**src/rtl/fetch_ctrl_if.sv**
```systemverilog
// Bundle between the pipeline and the fetch control unit: redirect/stall
// requests in, program-memory control and flush out.
`default_nettype none

interface fetch_ctrl_if #(
   parameter int ADDR_W = 16,
   parameter int CNT_W  = 4
);
   logic              branch_req;
   logic [ADDR_W-1:0] branch_target;
   logic              jump_req;
   logic [ADDR_W-1:0] jump_target;
   logic              hazard_stall;
   logic              mc_start;
   logic [CNT_W-1:0]  mc_cycles;
   logic              pc_mux_sel;
   logic [ADDR_W-1:0] jmp_loc;
   logic              stall;
   logic              stall_pm;
   logic              flush;
   logic              busy;

   modport master (
      output branch_req, branch_target, jump_req, jump_target,
             hazard_stall, mc_start, mc_cycles,
      input  pc_mux_sel, jmp_loc, stall, stall_pm, flush, busy
   );

   modport slave (
      input  branch_req, branch_target, jump_req, jump_target,
             hazard_stall, mc_start, mc_cycles,
      output pc_mux_sel, jmp_loc, stall, stall_pm, flush, busy
   );
endinterface

`default_nettype wire

```
**src/rtl/fetch_control_unit.sv**
```systemverilog
// Fetch-stage sequencer: arbitrates redirects, multi-cycle stalls and load-use
// stalls, queuing one redirect that arrives while a multi-cycle stall is active.
`default_nettype none

module fetch_control_unit #(
   parameter int ADDR_W       = 16,
   parameter int CNT_W        = 4,
   parameter int FLUSH_CYCLES = 2
) (
   input  wire logic   clk,
   input  wire logic   reset,
   fetch_ctrl_if.slave fc
);
   typedef enum logic [1:0] {
      RUN     = 2'd0,
      MC_WAIT = 2'd1,
      REDIR   = 2'd2,
      FLUSH   = 2'd3
   } state_t;

   localparam logic [1:0] FCNT_INIT = 2'(FLUSH_CYCLES - 1);

   state_t            state;
   logic [CNT_W-1:0]  cnt;
   logic [1:0]        fcnt;
   logic              pend_v;
   logic [ADDR_W-1:0] pend_addr;
   logic              stall_d;

   logic              redir_req;
   logic [ADDR_W-1:0] redir_addr;
   logic              mc_go;
   logic              pc_mux_sel_c;
   logic [ADDR_W-1:0] jmp_loc_c;
   logic              stall_c;
   logic              flush_c;

   // The branch comes from EX and is therefore older than a jump in ID.
   always_comb begin
      redir_req    = fc.branch_req | fc.jump_req;
      redir_addr   = fc.branch_req ? fc.branch_target : fc.jump_target;
      mc_go        = fc.mc_start && (fc.mc_cycles != '0);
      pc_mux_sel_c = 1'b0;
      jmp_loc_c    = '0;
      stall_c      = 1'b0;
      flush_c      = 1'b0;
      case (state)
         RUN: begin
            if (redir_req) begin
               pc_mux_sel_c = 1'b1;
               jmp_loc_c    = redir_addr;
            end else if (mc_go || fc.hazard_stall) begin
               stall_c = 1'b1;
            end
         end
         MC_WAIT: stall_c = 1'b1;
         REDIR: begin
            pc_mux_sel_c = 1'b1;
            jmp_loc_c    = pend_addr;
         end
         FLUSH: flush_c = 1'b1;
         default: ;
      endcase
      if (reset) begin
         pc_mux_sel_c = 1'b0;
         jmp_loc_c    = '0;
         stall_c      = 1'b0;
         flush_c      = 1'b0;
      end
   end

   assign fc.pc_mux_sel = pc_mux_sel_c;
   assign fc.jmp_loc    = jmp_loc_c;
   assign fc.stall      = stall_c;
   assign fc.stall_pm   = stall_d;
   assign fc.flush      = flush_c;
   assign fc.busy       = (state != RUN);

   always_ff @(posedge clk or posedge reset) begin
      if (reset) begin
         state     <= RUN;
         cnt       <= '0;
         fcnt      <= '0;
         pend_v    <= 1'b0;
         pend_addr <= '0;
         stall_d   <= 1'b0;
      end else begin
         stall_d <= stall_c;
         case (state)
            RUN: begin
               if (redir_req) begin
                  state <= FLUSH;
                  fcnt  <= FCNT_INIT;
               end else if (mc_go && (fc.mc_cycles != CNT_W'(1))) begin
                  state <= MC_WAIT;
                  cnt   <= fc.mc_cycles - CNT_W'(1);
               end
            end
            MC_WAIT: begin
               if (redir_req && !pend_v) begin
                  pend_v    <= 1'b1;
                  pend_addr <= redir_addr;
               end
               // cnt holds at 1 on exit so it never wraps.
               if (cnt <= CNT_W'(1)) begin
                  state <= (pend_v || redir_req) ? REDIR : RUN;
               end else begin
                  cnt <= cnt - CNT_W'(1);
               end
            end
            REDIR: begin
               pend_v <= 1'b0;
               state  <= FLUSH;
               fcnt   <= FCNT_INIT;
            end
            FLUSH: begin
               if (fcnt == 2'd0) begin
                  state <= RUN;
               end else begin
                  fcnt <= fcnt - 2'd1;
               end
            end
            default: state <= RUN;
         endcase
      end
   end
endmodule

`default_nettype wire
```
**src/flat_wrapper.sv**
```systemverilog
// flat-port wrapper written by rule: the top's interface ports become plain ports
module fetch_control_unit_flat 
#(
   parameter int ADDR_W       = 16,
   parameter int CNT_W        = 4,
   parameter int FLUSH_CYCLES = 2
)
  (clk, reset, fc_branch_req, fc_branch_target, fc_jump_req, fc_jump_target, fc_hazard_stall, fc_mc_start, fc_mc_cycles, fc_pc_mux_sel, fc_jmp_loc, fc_stall, fc_stall_pm, fc_flush, fc_busy);
  fetch_ctrl_if #(.ADDR_W(ADDR_W), .CNT_W(CNT_W)) fc_i ();
  input  wire logic clk;
  input  wire logic reset;
  input wire logic [$bits(fc_i.branch_req)-1:0] fc_branch_req;
  input wire logic [$bits(fc_i.branch_target)-1:0] fc_branch_target;
  input wire logic [$bits(fc_i.jump_req)-1:0] fc_jump_req;
  input wire logic [$bits(fc_i.jump_target)-1:0] fc_jump_target;
  input wire logic [$bits(fc_i.hazard_stall)-1:0] fc_hazard_stall;
  input wire logic [$bits(fc_i.mc_start)-1:0] fc_mc_start;
  input wire logic [$bits(fc_i.mc_cycles)-1:0] fc_mc_cycles;
  output wire logic [$bits(fc_i.pc_mux_sel)-1:0] fc_pc_mux_sel;
  output wire logic [$bits(fc_i.jmp_loc)-1:0] fc_jmp_loc;
  output wire logic [$bits(fc_i.stall)-1:0] fc_stall;
  output wire logic [$bits(fc_i.stall_pm)-1:0] fc_stall_pm;
  output wire logic [$bits(fc_i.flush)-1:0] fc_flush;
  output wire logic [$bits(fc_i.busy)-1:0] fc_busy;
  assign fc_i.branch_req = fc_branch_req;
  assign fc_i.branch_target = fc_branch_target;
  assign fc_i.jump_req = fc_jump_req;
  assign fc_i.jump_target = fc_jump_target;
  assign fc_i.hazard_stall = fc_hazard_stall;
  assign fc_i.mc_start = fc_mc_start;
  assign fc_i.mc_cycles = fc_mc_cycles;
  assign fc_pc_mux_sel = fc_i.pc_mux_sel;
  assign fc_jmp_loc = fc_i.jmp_loc;
  assign fc_stall = fc_i.stall;
  assign fc_stall_pm = fc_i.stall_pm;
  assign fc_flush = fc_i.flush;
  assign fc_busy = fc_i.busy;
  fetch_control_unit #(.ADDR_W(ADDR_W), .CNT_W(CNT_W), .FLUSH_CYCLES(FLUSH_CYCLES)) u_core (.clk(clk), .reset(reset), .fc(fc_i));
endmodule
```
**config.mk**
```make
export PLATFORM = sky130hd
export DESIGN_NAME = fetch_control_unit_flat
export DESIGN_NICKNAME = d
export VERILOG_FILES = /design/src/rtl/fetch_ctrl_if.sv /design/src/rtl/fetch_control_unit.sv /design/src/flat_wrapper.sv
export SDC_FILE = /design/constraint.sdc
export NUM_CORES = 1
export LEC_CHECK = 0
export BUFFER_PORTS_ARGS = -buffer_cell sky130_fd_sc_hd__buf_2
export CORE_MARGIN = 4
export CORE_UTILIZATION = 30
export DETAILED_ROUTE_END_ITERATION = 8
export PLACE_DENSITY_LB_ADDON = 0.1
export SETUP_SLACK_MARGIN = 0.5
export SLEW_MARGIN = 20
export SYNTH_ARGS = -nofsm -noshare
export SYNTH_HDL_FRONTEND = slang
export SYNTH_SLANG_ARGS = --single-unit
export TNS_END_PERCENT = 30
```
**constraint.sdc**
```tcl
create_clock -name clk -period 4.9 [get_ports clk]
set_input_delay 0.98 -clock clk [delete_from_list [all_inputs] [get_ports clk]]
set_output_delay 0.98 -clock clk [all_outputs]
set_load 0.1 [all_outputs]
```
After elaboration in Yosys (flattened, before gate mapping)
Index checks and enable logic that the tools add are counted.

storage, ports and cells
  flip-flop bits (word level) = 26
  bits of input ports = 42
  output and inout bits = 21

cells by class
  $add $sub $neg = 3
  magnitude comparators = 1
  equal/unequal tests = 13
  mux-type cells = 28
  bitwise logic cells = 1
  reductions and logical operators = 18

operators by type and width
  operator                                                         count
  2-to-1 mux 16 bit                                                3
  case mux 16 bit (2 select lines)                                 1
  2-to-1 mux 2 bit                                                 7
  2-to-1 mux 4 bit                                                 3
  != test 2 x 1 -> 1 bit (second input constant)                   5
  2-to-1 mux 1 bit                                                 8
  case mux 2 bit (4 select lines)                                  1
  case mux 4 bit (2 select lines)                                  1
  subtractor 4 x 1 -> 4 bit (second input constant)                2
  != test 2 bit (second input constant)                            3
  case mux 1 bit (2 select lines)                                  3
  case mux 2 bit (3 select lines)                                  1
  AND reduction 3 bit                                              2
  nonzero test 2 bit                                               3
  equality test 2 bit (second input constant)                      2
  less-or-equal comparator 4 x 1 -> 1 bit (second input constant)  1
  zero test 2 bit                                                  2
  != test 4 x 1 -> 1 bit (second input constant)                   1
  AND reduction 2 bit                                              2
  AND reduction 4 bit                                              1
  nonzero test 4 bit                                               1
  logical AND 1 bit                                                3
  != test 3 x 1 -> 1 bit (second input constant)                   1
  nonzero test 3 bit                                               1
  other kinds (5)                                                  6

Depth between registers and ports, before layout
Gate-level depths: netlist (run 1).

  word-level depth = 7
  gate-level depth with buffers = 7
  mapped depth without buffers = 6

Worst setup path after synthesis (run 1)
Ideal clock, no wire load.

  kind = input -> output
  start = in fc_mc_cycles[0]
  end = out fc_stall
  arrival = 3,647 ps
  data required time = 3,920 ps
  setup slack = 273 ps
  cell stages on the path = 6
  buffers on the path = 0
  path through = inv_1 > ha_1 > or3b_2 > a21o_1 > a21oi_1 > nor3_1

between the ends
  word-level cells in the longest chain between the ends = 7

ends and longest elaborated chain
  item                             RTL line                  source
  from (decl)                      flat_wrapper.sv:18        input wire logic [$bits(fc_i.mc_cycles)-1:0] fc_mc_cycles;
  nonzero test 4 bit               fetch_control_unit.sv:42  mc_go = fc.mc_start && (fc.mc_cycles != '0);
  logical AND 1 bit                fetch_control_unit.sv:42
  logical OR 1 bit                 fetch_control_unit.sv:52  end else if (mc_go || fc.hazard_stall) begin
  2-to-1 mux 1 bit                 fetch_control_unit.sv:52
  2-to-1 mux 1 bit                 fetch_control_unit.sv:49  if (redir_req) begin
  case mux 1 bit (2 select lines)  fetch_control_unit.sv:47  case (state)
  2-to-1 mux 1 bit                 fetch_control_unit.sv:64  if (reset) begin
  to (decl)                        flat_wrapper.sv:21        output wire logic [$bits(fc_i.stall)-1:0] fc_stall;

Every way passes these cells.

Final worst setup path (run 1)
  start = in fc_jump_req
  end = out fc_jmp_loc[1]

between the ends
  word-level cells in the longest chain between the ends = 4

ends and longest elaborated chain
  item                              RTL line                  source
  from (decl)                       flat_wrapper.sv:14        input wire logic [$bits(fc_i.jump_req)-1:0] fc_jump_req;
  bitwise OR 1 bit                  fetch_control_unit.sv:40  redir_req = fc.branch_req | fc.jump_req;
  2-to-1 mux 16 bit                 fetch_control_unit.sv:49
  case mux 16 bit (2 select lines)  fetch_control_unit.sv:47
  2-to-1 mux 16 bit                 fetch_control_unit.sv:64
  to (decl)                         flat_wrapper.sv:20        output wire logic [$bits(fc_i.jmp_loc)-1:0] fc_jmp_loc;

Every way passes these cells.

==> results of run 1 <==
cell families after synthesis:
| kind of cell | Yosys count |
|---|---|
| AOI/OAI and AO/OA | 49 |
| xor gates and xnor gates | 2 |
| adders and majority gates | 5 |
| buffers and inverters | 22 |
| DFF | 26 |
| muxes | 26 |
| and+or+nand+nor | 63 |
layout make-up:
cell class              count  area share
multi-input cells         145       0.463
clock inverters             1      0.0137
inverters                   9      0.0154
clock buffers               3      0.0188
well taps                  72      0.0410
repair buffers             65       0.152
flip-flops and latches     26       0.296
how the worst max path moves through the flow:
stage	startpoint	endpoint	slack, ps	cells past startpoint
after CTS	fc_jump_req	fc_jmp_loc[13]	1200	6
final	fc_jump_req	fc_jmp_loc[1]	1270	6
after global placement	fc_jump_req	fc_jmp_loc[4]	1240	6
after floorplan	fc_branch_req	fc_jmp_loc[10]	1000	6
after detailed placement	fc_jump_req	fc_jmp_loc[1]	1200	6
after global routing	fc_jump_req	fc_stall	1030	5
synthesized netlist by cell type, drive strengths merged (2+ instances only):
library cell | count | area share
a21o | 2 | 0.0085
a21oi | 17 | 0.048
a22oi | 11 | 0.047
buf | 13 | 0.044
dfrtp | 26 | 0.37
ha | 5 | 0.035
inv | 9 | 0.019
mux2 | 18 | 0.12
mux2i | 8 | 0.045
nand2 | 8 | 0.017
nor2 | 34 | 0.078
nor2b | 2 | 0.011
nor3 | 13 | 0.043
o21ai | 5 | 0.014
o22ai | 2 | 0.0070
o31a | 2 | 0.0099
o31ai | 2 | 0.0085
flip-flops by register name, indices dropped and copies added (netlist names):
| register | flops |
|---|---|
| u_core.state | 2 |
| u_core.cnt | 4 |
| u_core.pend_addr | 16 |
| u_core.fcnt | 2 |
| u_core.pend_v | 1 |
| u_core.fc.stall_pm | 1 |
worst max-delay path: cells and delay by family:
family,cells,cell delay (ps)
simple gates,3,1030
buf+inv,2,420
compound gates,1,210
routing by layer:
metal / vias to the layer above / GRT usage / share of wire
met5: - / 0 / 0
met4: 0 / 0.0302 / 0.0065
met3: 4 / 0.0330 / 0.073
met2: 46 / 0.216 / 0.44
met1: 725 / 0.167 / 0.48
li1: 794 / - / -
where the power goes:
part / internal [mW] / total (mW) / leakage, nW / switching, mW
Sequential: 0.321 / 0.411 / 0.303 / 0.0903
Clock: 0.109 / 0.180 / 0.0357 / 0.0711
Combinational: 0.263 / 0.733 / 0.695 / 0.470
metrics by stage:
stage               hold slack [ps]  area [sq um]  worst slack, ps
floorplan                       450          1780             1000
finish                          482          2200             1270
CTS                             492          2200             1200
detailed placement              471          2120             1200
global placement                482          2120             1240
global route                    533          2200             1030
==> results.txt, run 1 <==
Post_cts resized = 0
Fill cells = 611
Clock-pin slew of the registers on the worst-case setup and hold paths = 90 ps
IO Pins = 63
Critical Setup Path Class = in2out
Total power = 1.32 mW
Worst VDD drop = 0.000194 V
Critical R2R Capture = u_core.pend_addr[3]$_DFFE_PP0P_
GR Overflow Total = 0
DR vias/cell = 4.89
Remaining antenna violation count = 0
Slew headroom = 0.296
Worst Min Path Start = u_core.fcnt[1]$_DFFE_PP0P_
Cell Chain, Critical Path = buf_2 > nor2_1 > nor2_2 > a22oi_1 > nor2_1 > buf_2
Slew Limit Fails = 0
HPWL Detailed = 3300 um
CTS tree = built
Hold crit path type = reg2reg
Placed cell count = 317
Commonest non-fill, non-tap cell in the layout = buf_2
Clock Skew = 7.20 ps
Fin crit period = 3630 ps
Share of layout cells above drive strength 1 = 0.382
TritonCTS buffer count = 3
Largest net degree at the start of global routing = 27
Warnings from Yosys = 0
Largest family of logic cells by synthesized area = compound AO/OA/AOI/OAI gates
Syn-to-layout area delta = 23.7%
Routed len/inst = 13.8 um
Synth Net Count = 240
Critical path startpoint category = input pin
Via count = 1569
H-tree levels = 1
Async SR Flop Fraction = 1.00
Die area = 0.00721 sq mm
Gpl congestion = 0.854
RSZ-0062 raised after global routing = no
Mux cell area share after synthesis = 0.170
WL final = 4440 um
Synth Area in Compound Gates = 0.183
Flops & latches, synth = 26
Fin. Hold Viols = 0
IO Port Bufs = 62
Die X = 84.9 um
Number of global-route vias before repair = 1625
CP Capture Type = primary output
Setup violators final = 0
R2R Path Start = u_core.state[1]$_DFFE_PP0P_
Leak = 1.03 nW
Worst slew pin tran = 1050 ps
Sequential Area = 651 sq um
Clock tree buffer depth = 2
Maximum fanout along the worst path = 12
Slowest cell on the critical path = nor2_1
Setup bufs post-CTS = 0
Max-cap violations = 0
Hold Path End = u_core.fcnt[1]$_DFFE_PP0P_
Power Density = 603 mW/mm^2
Most frequent cells in the layout = buf_2 (62), nor2_1 (32), dfrtp_1 (26), a21oi_1 (17), mux2_2 (13)
Seq/Total Area, Yosys = 0.366
CP max stage delay = 720 ps
Starting Density = 0.317
XOR/XNOR Fraction of Synth Area = 0.00987
Final core occ = 0.392
Hold Path Stages = 2
First-pass GRT wire length = 7780 um
R2R setup slack = 2550 ps
Synth cell types = 40
Root buffer cell = clkbuf_8
Reg2reg path depth = 3
Latest clock arrival within the worst-skew pair = 280 ps
Syn Std Cell Area = 0.00178 sq mm
Avg Cell Area, Syn = 9.20 sq um
Initial DRC count = 81
Hold Buf Count CTS = 0
Total Routing Usage GR = 0.129
Final cell count without fillers = 321
EDFF count, synth = 0
Critical Path RT = 3920 ps
Core area = 0.00561 sq mm
Fmax = 275 MHz
# nets final = 297
# clock sinks = 26
Commonest register cell after synthesis = dfrtp_1
Core Rows = 27
Router iterations before antenna repair = 4
Antenna violations before repair = 0
Post-Syn Instances = 193
Area of the multi-input gates = 0.00102 sq mm
Adder-Cell Fraction of Synth Area = 0.0352
Die Span Y = 84.9 um
Critical Path AT = 2650 ps
# diodes = 0
DRC viols = 0
Status = finished clean
Post-Synth Simple-Gate Area = 0.172
Fin crit share = 0.742
Setup TNS = 0 ps
Note: power is estimated with default switching activity, not from simulation.
==> run 2, diff against run 1 <==
==> constraint.sdc (replaced) <==
create_clock -name clk -period 3.45 [get_ports clk]
set_input_delay 0.69 -clock clk [delete_from_list [all_inputs] [get_ports clk]]
set_output_delay 0.69 -clock clk [all_outputs]
set_load 0.1 [all_outputs]
==> run 2 against run 1 <==
Clock power up 48%. Die area unchanged. Hold slack better by 7.1 ps. Non-clock buffer count unchanged. Sequential cell count unchanged. Critical path depth up 2. Critical path type unchanged. Register-to-register slack worse by 1500 ps. Final cell count unchanged. Cell area up 8.3%. Combinational power up 53%.
==> results.txt, run 2 (synthesized netlist as in run 1, its figures left out) <==
# nets final = 297
Critical R2R Capture = u_core.pend_addr[4]$_DFFE_PP0P_
WL final = 4680 um
Hold Buf Count CTS = 0
Routed len/inst = 14.6 um
Syn-to-layout area delta = 34.0%
Reg2reg path depth = 3
Latest clock arrival within the worst-skew pair = 280 ps
Final cell count without fillers = 321
Slew Limit Fails = 0
R2R setup slack = 1090 ps
Gpl congestion = 0.786
Worst slew pin tran = 1050 ps
Worst VDD drop = 0.000316 V
Root buffer cell = clkbuf_8
Critical Path RT = 2760 ps
Hold crit path type = in2async
Starting Density = 0.317
HPWL Detailed = 3330 um
IO Port Bufs = 62
Setup violators final = 0
Leak = 1.06 nW
Router iterations before antenna repair = 6
# clock sinks = 26
Fin. Hold Viols = 0
Setup bufs post-CTS = 0
# diodes = 0
Final core occ = 0.424
Slew headroom = 0.300
Remaining antenna violation count = 0
Core area = 0.00561 sq mm
Most frequent cells in the layout = buf_2 (51), nor2_1 (28), dfrtp_1 (26), a21oi_1 (17), mux2_2 (13)
Core Rows = 27
Commonest non-fill, non-tap cell in the layout = buf_2
Top reg by flops = u_core.pend_addr
Die Span Y = 84.9 um
DRC viols = 0
GR Overflow Total = 0
Largest register FFs = 16
Fin crit period = 2880 ps
Number of global-route vias before repair = 1624
Power Density = 828 mW/mm^2
Critical Path AT = 2190 ps
H-tree levels = 1
Max-cap violations = 0
Status = finished clean
R2R Path Start = u_core.state[0]$_DFFE_PP0P_
First-pass GRT wire length = 7900 um
Total Routing Usage GR = 0.134
Largest regs = u_core.pend_addr: 16 flops, u_core.cnt: 4 flops
Setup TNS = 0 ps
Die X = 84.9 um
Placed cell count = 317
Largest net degree at the start of global routing = 27
Antenna violations before repair = 0
Maximum fanout along the worst path = 3
Fin crit share = 0.835
IO Pins = 63
Fmax = 347 MHz
Initial DRC count = 83
DR vias/cell = 4.94
Via count = 1585
TritonCTS buffer count = 3
Share of layout cells above drive strength 1 = 0.402
Die area = 0.00721 sq mm
RSZ-0062 raised after global routing = yes
Clock Skew = 3.42 ps
Clock-pin slew of the registers on the worst-case setup and hold paths = 100 ps
CP Capture Type = primary output
Critical Setup Path Class = in2out
CTS tree = built
Clock tree buffer depth = 2
Critical path startpoint category = input pin
[run 2: worst max-delay path, stage by stage]
cell	delay, ps
buf_2	110
inv_1	100
ha_2	220
or3b_2	440
a21o_1	180
a21oi_1	180
nor3_2	80
buf_12	190
[run 2: per-stage QoR]
step | total power [mW] | setup slack, ps | hold WS, ps | cell area (sq um)
finish | 1.97 | 568 | 489 | 2380
global route | 2.11 | 464 | 530 | 2380
CTS | 1.99 | 542 | 508 | 2380
detailed placement | 1.71 | 381 | 494 | 2300
global placement | 1.71 | 378 | 481 | 2300
floorplan | 1.48 | 131 | 450 | 1790
[run 2: what timing repair did]
item / 4_1_cts / 5_1_grt
resized for setup: 2 / 1
endpoints found under the setup margin: 11 / 11
pin swaps: 0 / 1
cloned: 0 / 0
[run 2: per-layer routing]
layer,GRT usage,share of wire
met1,0.176,0.46
met2,0.214,0.47
met3,0.0388,0.067
met4,0.0345,0.0081
met5,0,0
[run 2: worst max path at each step]
| stage | from | endpoint | depth (start not counted) |
|---|---|---|---|
| 2_1_floorplan | fc_branch_req | fc_jmp_loc[15] | 6 |
| 3_3_place_gp | fc_jump_req | fc_jmp_loc[13] | 6 |
| 3_5_place_dp | fc_jump_req | fc_jmp_loc[0] | 6 |
| 4_1_cts | fc_mc_cycles[0] | fc_stall | 8 |
| 5_1_grt | u_core.state[1]$_DFFE_PP0P_ | fc_jmp_loc[2] | 6 |
| 6_report | fc_mc_cycles[0] | fc_stall | 8 |
[run 2: cell type report]
type	instances	area, sq um
fill	572	3230
multi-input combinational	145	1030
sequential	26	651
timing repair buffer	65	498
tap	72	90.1
clock buffer	3	41.3
inverter	9	33.8
clock inverter	1	30.0
[run 2: where the power goes]
part	internal [mW]	switching, mW
Combinational	0.427	0.689
Sequential	0.456	0.129
Clock	0.156	0.112
==> run 3, diff against run 2 <==
==> constraint.sdc (replaced) <==
create_clock -name clk -period 2.7 [get_ports clk]
set_input_delay 0.54 -clock clk [delete_from_list [all_inputs] [get_ports clk]]
set_output_delay 0.54 -clock clk [all_outputs]
set_load 0.1 [all_outputs]
==> run 3 against run 2 <==
Cell area is 24% higher. Total power is 47% higher. Clock-buffer cell count unchanged. Clock power is 18% lower. Combinational power is 76% higher. Non-clock buffer count rose by 25. Critical endpoint unchanged. Largest cell class unchanged.
==> results.txt, run 3 (synthesized netlist as in run 1, its figures left out) <==
Largest net degree at the start of global routing = 27
Root buffer cell = clkbuf_8
Worst VDD drop = 0.000488 V
Slew Limit Fails = 0
Setup TNS = 0 ps
Remaining antenna violation count = 0
Final cell count without fillers = 345
CP Capture Type = primary output
Router iterations before antenna repair = 4
Leak = 1.24 nW
Largest register FFs = 16
Final core occ = 0.526
H-tree levels = 1
Die X = 84.9 um
Fin crit period = 2280 ps
Antenna violations before repair = 0
R2R setup slack = 680 ps
RSZ-0062 raised after global routing = yes
Routed len/inst = 14.6 um
Crit path launch = fc_mc_cycles[0]
Fmax = 438 MHz
Worst slack at placement = 347 ps
Gpl congestion = 0.797
GR Overflow Total = 0
CTS tree = built
Most frequent cells in the layout = buf_2 (41), dfrtp_1 (25), buf_12 (20), nor2_4 (19), buf_4 (19)
Starting Density = 0.317
Fin. Hold Viols = 0
Syn-to-layout area delta = 66.1%
Hold crit path type = in2async
Core Rows = 27
Maximum fanout along the worst path = 2
Placed cell count = 325
Critical Setup Path Class = in2out
Total Routing Usage GR = 0.140
Critical Path RT = 2160 ps
Initial DRC count = 87
WL final = 5040 um
Setup violators final = 0
Die area = 0.00721 sq mm
Worst slew pin tran = 639 ps
Largest regs = u_core.pend_addr: 16 flops, u_core.cnt: 4 flops
Fin crit share = 0.845
Final Worst Setup Slack = 419 ps
# diodes = 0
# clock sinks = 26
Max-cap violations = 0
HPWL Detailed = 3490 um
Clock-pin slew of the registers on the worst-case setup and hold paths = 90 ps
Critical path startpoint category = input pin
Latest clock arrival within the worst-skew pair = 270 ps
R2R Path Start = u_core.state[1]$_DFFE_PP0P_
DR vias/cell = 4.92
Critical path endpoint = fc_stall
Share of layout cells above drive strength 1 = 0.557
Clock tree buffer depth = 2
Commonest non-fill, non-tap cell in the layout = buf_2
Critical Path AT = 1740 ps
Clock Skew = 1.39 ps
Top reg by flops = u_core.pend_addr
Status = finished clean
IO Port Bufs = 62
DRC viols = 0
Fill cells = 544
Power Density = 985 mW/mm^2
Via count = 1699
# nets final = 322
Die Span Y = 84.9 um
First-pass GRT wire length = 8270 um
Hold Buf Count CTS = 0
Critical R2R Capture = u_core.pend_addr[12]$_DFFE_PP0P_
Number of global-route vias before repair = 1675
IO Pins = 63
TritonCTS buffer count = 3
Reg2reg path depth = 6
Slew headroom = 0.570
Core area = 0.00561 sq mm
## run 3: cell types whose count changed in the layout (fill, tap and decap cells not counted), sizes merged
cell,previous run,this run
bufinv,1,0
clkinv,0,1
buf,65,89
clkbuf,3,4
inv,9,8
## run 3: per-stage QoR
step	power, mW	hold WS (ps)	cell area (sq um)
2_1_floorplan	2.05	450	1980
3_3_place_gp	2.42	471	2630
3_5_place_dp	2.42	484	2630
4_1_cts	2.77	392	2830
5_1_grt	3.12	419	2950
6_report	2.90	387	2950
## run 3: how the worst min path moves through the flow
stage | start | end | slack [ps] | cells after the start
floorplan | u_core.fcnt[1]$_DFFE_PP0P_ | u_core.fcnt[1]$_DFFE_PP0P_ | 450 | 2
global placement | u_core.fcnt[1]$_DFFE_PP0P_ | u_core.fcnt[1]$_DFFE_PP0P_ | 470 | 2
detailed placement | u_core.fcnt[1]$_DFFE_PP0P_ | u_core.fcnt[1]$_DFFE_PP0P_ | 480 | 2
CTS | reset | u_core.fcnt[0]$_DFFE_PP0P_ | 390 | 3
global route | reset | u_core.fcnt[0]$_DFFE_PP0P_ | 420 | 3
finish | reset | u_core.fc.stall_pm$_DFF_PP0_ | 390 | 3
## run 3: area by class of cell
class / count / area (sq um) / area share
multi-input combinational: 145 / 1220 / 0.415
timing repair buffer: 90 / 898 / 0.305
sequential: 26 / 652 / 0.221
tap: 72 / 90.1 / 0.0305
clock buffer: 3 / 41.3 / 0.0140
inverter: 9 / 43.8 / 0.0148
## run 3: what timing repair did
action                                  CTS  global route
pin swaps                                 7            10
gates cloned                              2             1
gates resized for setup                  24             8
endpoints found under the setup margin   18            19
buffers inserted                          6             8
## run 3: per-layer routing
layer,vias to the layer above,part of all wire,GRT usage
li1,851,-,-
met1,795,0.45,0.189
met2,51,0.49,0.235
met3,2,0.054,0.0262
met4,0,0.0044,0.0273
met5,-,0,0
## run 3: critical path, cell delays in order
cell	delay, ps
buf_8	100
inv_4	50
ha_4	120
or3b_4	360
a21o_1	170
a21oi_2	170
nor3_4	60
buf_12	160
## run 3: report_power, final
part / internal (mW) / total, mW / leakage, nW / switching [mW]
clock network: 0.100 / 0.219 / 0.0216 / 0.119
logic: 0.854 / 1.97 / 0.917 / 1.11
registers: 0.585 / 0.720 / 0.302 / 0.135
